**config.mk**
```make
export PLATFORM = sky130hd
export DESIGN_NAME = instruction_fetch_unit_flat
export DESIGN_NICKNAME = d
export VERILOG_FILES = /design/src/rtl/instruction_fetch_unit_if.sv /design/src/rtl/instruction_fetch_unit.sv /design/src/flat_wrapper.sv
export SDC_FILE = /design/constraint.sdc
export NUM_CORES = 1
export LEC_CHECK = 0
export CORE_ASPECT_RATIO = 1.25
export CORE_MARGIN = 5
export CORE_UTILIZATION = 42
export CTS_BUF_LIST = sky130_fd_sc_hd__clkbuf_16
export DETAILED_ROUTE_END_ITERATION = 10
export PLACE_DENSITY = 0.78
export SLEW_MARGIN = 25
export SYNTH_ARGS = -nofsm -noshare
export SYNTH_HDL_FRONTEND = slang
export SYNTH_SLANG_ARGS = --single-unit
```
**constraint.sdc**
```tcl
create_clock -name clk -period 2.45 [get_ports clk]
set_input_delay 0.3675 -clock clk [delete_from_list [all_inputs] [get_ports clk]]
set_output_delay 0.3675 -clock clk [all_outputs]
set_load 0.005 [all_outputs]
```
**src/rtl/instruction_fetch_unit_if.sv**
```systemverilog
// Fetch-to-memory and fetch-to-decode signal bundle for instruction_fetch_unit.
// master = fetch unit side, slave = memory/execute/decode side.
interface instruction_fetch_unit_if #(
    parameter int XLEN = 64
);
    logic [XLEN-1:0] Inst_Addr;
    logic [31:0]     Instruction;
    logic            Branch_Taken;
    logic [XLEN-1:0] Branch_Target;
    logic            Out_Ready;
    logic            Out_Valid;
    logic [31:0]     Out_Instruction;
    logic [XLEN-1:0] Out_PC;
    logic            Fetch_Fault;

    modport master (
        output Inst_Addr, Out_Valid, Out_Instruction, Out_PC, Fetch_Fault,
        input  Instruction, Branch_Taken, Branch_Target, Out_Ready
    );

    modport slave (
        input  Inst_Addr, Out_Valid, Out_Instruction, Out_PC, Fetch_Fault,
        output Instruction, Branch_Taken, Branch_Target, Out_Ready
    );
endinterface

```
**src/rtl/instruction_fetch_unit.sv**
```systemverilog
// RISC-V fetch stage: owns the PC and fills a registered IF/ID slot with valid/ready handshake.
// Defining FETCH_PERF_EN adds saturating Fetch_Count / Flush_Count outputs.
module instruction_fetch_unit #(
    parameter int              XLEN     = 64,
    parameter logic [XLEN-1:0] RESET_PC = '0,
    parameter logic [31:0]     NOP_INSN = 32'h00000013
) (
    input logic                      clk,
    input logic                      reset_n,
    instruction_fetch_unit_if.master bus
`ifdef FETCH_PERF_EN
    ,
    output logic [31:0]              Fetch_Count,
    output logic [31:0]              Flush_Count
`endif
);
    typedef enum logic [1:0] {BOOT, FETCH, FAULT} state_t;

    state_t          state;
    logic [XLEN-1:0] pc;
    logic [XLEN-1:0] out_pc;
    logic [31:0]     out_insn;
    logic            out_valid;
    logic            fault;
    logic            slot_free;
    logic            misaligned;
`ifdef FETCH_PERF_EN
    logic [31:0]     fetch_count;
    logic [31:0]     flush_count;
`endif

    function automatic logic [31:0] sat_inc(input logic [31:0] v);
        return (v == 32'hFFFF_FFFF) ? v : v + 32'd1;
    endfunction

    assign slot_free  = !out_valid || bus.Out_Ready;
    assign misaligned = bus.Branch_Target[1:0] != 2'b00;

    always_ff @(posedge clk or negedge reset_n) begin
        if (!reset_n) begin
            state     <= BOOT;
            pc        <= RESET_PC;
            out_valid <= 1'b0;
            out_insn  <= NOP_INSN;
            out_pc    <= '0;
            fault     <= 1'b0;
`ifdef FETCH_PERF_EN
            fetch_count <= '0;
            flush_count <= '0;
`endif
        end else begin
            case (state)
                BOOT: state <= FETCH;
                FETCH: begin
                    if (bus.Branch_Taken && misaligned) begin
                        state     <= FAULT;
                        fault     <= 1'b1;
                        out_valid <= 1'b0;
                        out_insn  <= NOP_INSN;
                    end else if (bus.Branch_Taken) begin
                        // Redirect flushes the slot even when decode is stalling it.
                        pc        <= bus.Branch_Target;
                        out_valid <= 1'b0;
                        out_insn  <= NOP_INSN;
`ifdef FETCH_PERF_EN
                        if (out_valid) flush_count <= sat_inc(flush_count);
`endif
                    end else if (slot_free) begin
                        out_insn  <= bus.Instruction;
                        out_pc    <= pc;
                        out_valid <= 1'b1;
                        pc        <= pc + XLEN'(4);
`ifdef FETCH_PERF_EN
                        fetch_count <= sat_inc(fetch_count);
`endif
                    end
                end
                FAULT: begin
                    out_valid <= 1'b0;
                    out_insn  <= NOP_INSN;
                    fault     <= 1'b1;
                end
                default: state <= FAULT;
            endcase
        end
    end

    assign bus.Inst_Addr       = pc;
    assign bus.Out_Valid       = out_valid;
    assign bus.Out_Instruction = out_insn;
    assign bus.Out_PC          = out_pc;
    assign bus.Fetch_Fault     = fault;
`ifdef FETCH_PERF_EN
    assign Fetch_Count = fetch_count;
    assign Flush_Count = flush_count;
`endif
endmodule

```
**src/flat_wrapper.sv**
```systemverilog
// flat-port wrapper written by rule: the top's interface ports become plain ports
module instruction_fetch_unit_flat 
#(
    parameter int              XLEN     = 64,
    parameter logic [XLEN-1:0] RESET_PC = '0,
    parameter logic [31:0]     NOP_INSN = 32'h00000013
)
  (clk, reset_n, bus_Inst_Addr, bus_Out_Valid, bus_Out_Instruction, bus_Out_PC, bus_Fetch_Fault, bus_Instruction, bus_Branch_Taken, bus_Branch_Target, bus_Out_Ready);
  instruction_fetch_unit_if #(.XLEN(XLEN)) bus_i ();
  input logic clk;
  input logic reset_n;
  output wire logic [$bits(bus_i.Inst_Addr)-1:0] bus_Inst_Addr;
  output wire logic [$bits(bus_i.Out_Valid)-1:0] bus_Out_Valid;
  output wire logic [$bits(bus_i.Out_Instruction)-1:0] bus_Out_Instruction;
  output wire logic [$bits(bus_i.Out_PC)-1:0] bus_Out_PC;
  output wire logic [$bits(bus_i.Fetch_Fault)-1:0] bus_Fetch_Fault;
  input wire logic [$bits(bus_i.Instruction)-1:0] bus_Instruction;
  input wire logic [$bits(bus_i.Branch_Taken)-1:0] bus_Branch_Taken;
  input wire logic [$bits(bus_i.Branch_Target)-1:0] bus_Branch_Target;
  input wire logic [$bits(bus_i.Out_Ready)-1:0] bus_Out_Ready;
  assign bus_Inst_Addr = bus_i.Inst_Addr;
  assign bus_Out_Valid = bus_i.Out_Valid;
  assign bus_Out_Instruction = bus_i.Out_Instruction;
  assign bus_Out_PC = bus_i.Out_PC;
  assign bus_Fetch_Fault = bus_i.Fetch_Fault;
  assign bus_i.Instruction = bus_Instruction;
  assign bus_i.Branch_Taken = bus_Branch_Taken;
  assign bus_i.Branch_Target = bus_Branch_Target;
  assign bus_i.Out_Ready = bus_Out_Ready;
  instruction_fetch_unit #(.XLEN(XLEN), .RESET_PC(RESET_PC), .NOP_INSN(NOP_INSN)) u_core (.clk(clk), .reset_n(reset_n), .bus(bus_i));
endmodule
```
After elaboration in Yosys (flattened, before gate mapping) --
Cells that the tools add are included.
Storage, ports and cells: input port bits 100, word-level logic and storage cells 40, register bits 164
Cells by class: add/subtract/negate cells 1, bitwise gates (word level) 3, mux-type cells 14, reduce and logical (&&, ||, !) cells 12, eq/ne operators 4
Operators by type and width (number):
- $mux W64 | 2
- $mux W32 | 3
- $add A64 B3 Y64 const B | 1
- $pmux W32 S2 | 1
- $pmux W2 S3 | 1
- $reduce_and A2 Y1 | 3
- $reduce_bool A2 Y1 | 3
- $mux W1 | 4
- $ne A4 B2 Y1 const B | 1
- $pmux W1 S2 | 2
- $reduce_and A4 Y1 | 1
- $not A1 Y1 | 3
- $reduce_and A3 Y1 | 1
- $eq A2 B1 Y1 const B | 1
- $eq A2 B2 Y1 const B | 1
- $logic_not A2 Y1 | 1
- $mux W2 | 1
- $ne A2 B1 Y1 const B | 1
- $logic_and A1 B1 Y1 | 1
- $logic_not A1 Y1 | 1
- $logic_or A1 B1 Y1 | 1

Longest topological paths before layout --
depth in word-level cells 6, mapped depth 10, gate-level depth less buffers 8

Least setup slack after synthesis --
Ideal clock, no wire load.
path kind flip-flop to flip-flop, start register u_core.pc[5] (netlist: u_core.bus.Inst_Addr[5]), end register u_core.pc[48] (netlist: u_core.bus.Inst_Addr[48]), required time 2.311 ns, cell stages (with the launch flop) 8, slack 0.075 ns, clock period less this slack 2.375 ns, arrival 2.236 ns, cell sequence dfrtp_1 > buf_4 > nand4_2 > or4_1 > buf_6 > or4b_4 > o32ai_1 > a22oi_1
Between the ends: cells in the longest elaborated chain, start to end 3
RTL lines:
- start, declared | RTL line instruction_fetch_unit.sv:20 | logic [XLEN-1:0] pc;
- start signal, assigned | RTL line instruction_fetch_unit.sv:62 | pc <= bus.Branch_Target;
- start signal, assigned | RTL line instruction_fetch_unit.sv:72 | pc <= pc + XLEN'(4);
- $add A64 B3 Y64 | RTL line instruction_fetch_unit.sv:72
- $mux W64 | RTL line instruction_fetch_unit.sv:68 | end else if (slot_free) begin
- $mux W64 | RTL line instruction_fetch_unit.sv:60 | end else if (bus.Branch_Taken) begin
No other way between the ends. The select of a mux whose other input is x is not followed. A chain may end at the register's enable or synchronous reset.

Final worst setup path --
Ends and elaborated chain as after synthesis.

==> results_dict.tcl <==
set metrics [dict create \
    num-fill-cells 1552 \
    grt_overflow 0 \
    synth.cells.most_frequent "nand2_1 (220), dfrtp_1 (161), a21oi_1 (61)" \
    worstPathRequired_ps 2750 \
    synth_area_sq_um 7891 \
    clockBufferDepth 2 \
    clock_latency_ps 430 \
    syn_to_final_growth_pct 50.48 \
    outcome "finished clean" \
    rr_worst_depth 5 \
    slowest_delay_ps 640 \
    io_pins 262 \
    vias_per_cell 5.696 \
    critPathBufInv 0 \
    crit_end "u_core.bus.Inst_Addr[48]$_DFFE_PN0P_" \
    path_depth 5 \
    nets 1293 \
    initial_core_util_pct 42.34 \
    hold_viol 0 \
    cts_sinks 164 \
    numCtsBuffers 17 \
    crit_path_max_fanout 6 \
    yosys.area.top_type_share_pct 51.05 \
    wl_microns 28830 \
    cts_tree "done" \
    rsz0062_at_grt "false" \
    ys_seq_area_share_pct 52.05 \
    grt_pass1_vias 8431 \
    crit_family "simple AND/OR/NAND/NOR gates" \
    die_area_sq_um 21650 \
    synth_edf_count 0 \
    dpl-instance-area_sq_um 11300 \
    max_freq_mhz 433.9 \
    fp.dieH_microns 163.3 \
    finish.instance_area_sq_um 11880 \
    r2r-start "u_core.bus.Inst_Addr[5]$_DFFE_PN0P_" \
    setup_violations 0 \
    first_pass_iters 7 \
    synth_most_common_cell "nand2_1" \
    crit_chain "nand4_2 > or4_4 > or4b_4 > o32ai_1 > a22oi_1" \
    crit_start "u_core.bus.Inst_Addr[5]$_DFFE_PN0P_" \
    syn_inst 883 \
    path_clk_slew_ps 70 \
    rows 56 \
    ys_warn_count 0 \
    slew_viol_final 0 \
    route.detailed.drc 0 \
    maxSlewHeadroom_pct 50.41 \
    async_reset_ff_share_pct 100.0 \
    cts_setup_buffers 0 \
    p_leak_nw 5.308 \
    fp.dieW_microns 132.6 \
    syn_avg_cell_area_sq_um 8.937 \
    ys.flop_type "dfrtp_1" \
    worst_pin_slew_ps 738.2 \
    peakVddDrop_mv 0.4231 \
    grt_util_all_layers_pct 26.50 \
    post-route-util_pct 63.72 \
    crit_type "reg2reg" \
    tns_ps 0 \
    start_kind "register" \
    antenna_found_initial 1 \
    fp.coreArea_sq_um 18640 \
    cts-root-buf "clkbuf_16" \
    gp_congestion 0.9059 \
    dr_total_vias 8174 \
    synth-seq-cells 164 \
    skew_ps 10.29 \
    hp-class "in2async" \
    period_share_pct 94.06 \
    worstPathArrival_ps 2610 \
    yosysTopAreaCell "dfrtp_1" \
    htreeDepth 4 \
    drtIter0Drc 825 \
    antenna_left 0 \
    grt_max_degree 81 \
    portBuffers 261 \
    drive_gt1_share_pct 11.65 \
    period_needed_ps 2304 \
    grt_pass1_wl_microns 45560 \
    synth_cell_types 60 \
    cp-end-kind "register" \
    power.density_nw_per_um2 472.6 \
    synth_nets 987 \
    maxCapViolations 0 \
    slowest_stage "or4b_4" \
    routedWlPerCell_microns 20.09 \
    yosys-top-cells-area "dfrtp_1 (51%), nand2_1 (10%), a21oi_1 (3.9%)" \
    rr_endpoint "u_core.bus.Inst_Addr[48]$_DFFE_PN0P_" \
    r2r_slack_ps 150 \
    dpl.hpwl_microns 21090 \
]
## final cells by class
class                      count  area, sq um  share of cell area, %
antenna                        1        2.502                0.02107
clock buffer                  17        425.4                  3.582
clock inverter                15        132.6                  1.117
inverter                      11        41.29                 0.3477
multi-input combinational    650         3558                  29.97
sequential                   164         4108                  34.59
tap                          232        290.3                  2.444
timing repair buffer         345         3317                  27.93
## per-stage QoR
| stage | hold WS [ps] | power (mW) | instances | setup slack, ps |
|---|---|---|---|---|
| final | 454.6 | 5.612 | 1435 | 145.6 |
| after global routing | 487.5 | 5.791 | 1435 | 15.32 |
| after CTS | 473.8 | 5.644 | 1434 | 145.1 |
| after detailed placement | 365.2 | 3.089 | 1401 | -5.828 |
| after global placement | 364.2 | 3.088 | 1401 | 93.22 |
| after floorplan | 71.91 | 2.830 | 883 | 75.08 |
## cells in the final DEF, fill, tap and decap left out, types with 5 or more instances in the layout
master	n
dfrtp_1	161
clkbuf_16	17
a22o_1	31
o21ai_0	60
o22a_1	8
nor4_1	13
o22ai_1	10
a21oi_1	61
nand4_1	18
nand3_1	40
a22oi_1	5
inv_1	11
nor3_1	22
nand2_1	219
and4_1	7
or3_1	12
and3_1	12
nor2_1	43
clkdlybuf4s50_1	259
buf_4	77
nand2b_1	5
buf_12	6
and2_1	7
o311ai_0	5
a31oi_1	6
## how the worst min path moves through the flow
stage,from,endpoint
CTS,reset_n,u_core.bus.Out_PC[4]$_DFFE_PN0P_
detailed placement,reset_n,u_core.bus.Out_PC[4]$_DFFE_PN0P_
finish,reset_n,u_core.bus.Out_PC[4]$_DFFE_PN0P_
floorplan,reset_n,u_core.bus.Fetch_Fault$_DFFE_PN0P_
global placement,reset_n,u_core.bus.Out_PC[4]$_DFFE_PN0P_
global route,bus_Instruction[0],u_core.bus.Out_Instruction[0]$_DFFE_PN1P_
## logic make-up (layout without fill, tap and decap cells)
group | Yosys count | count (layout) | share of synthesized area, %
buffers and inverters | 69 | 388 | 3.441
adders and majority gates | 4 | 4 | 0.6342
and+or+nand+nor | 421 | 421 | 25.16
other | 0 | 1 | 0
muxes | 3 | 3 | 0.3805
DFF | 164 | 164 | 52.05
AOI/OAI and AO/OA | 222 | 222 | 18.33
## per-layer routing
layer / global-route usage, % / wire length, microns
met3: 7.917 / 2589
met1: 31.23 / 11070
met2: 45.33 / 14130
met4: 10.87 / 1042
met5: 0 / 0
## state kept, by name (all words and copies together), names as in the netlist
register,count
u_core.bus.Out_Valid,1
u_core.bus.Out_Instruction,32
u_core.bus.Out_PC,64
u_core.bus.Inst_Addr,64
u_core.state,2
u_core.bus.Fetch_Fault,1
## power breakdown
part           leakage [nW]  switching [mW]  internal (mW)  total [mW]
clock network         0.268            1.17           1.41        2.57
registers              2.25               0           2.71        2.71
logic                  2.79           0.152          0.181       0.334
## timing repair
action,4_1_cts,5_1_grt
endpoints found under the setup margin,1,2
resized for setup,1,1
endpoints found under the hold margin,49,0
hold buffers,1,0
No activity file was read; power rests on OpenSTA's default activity.
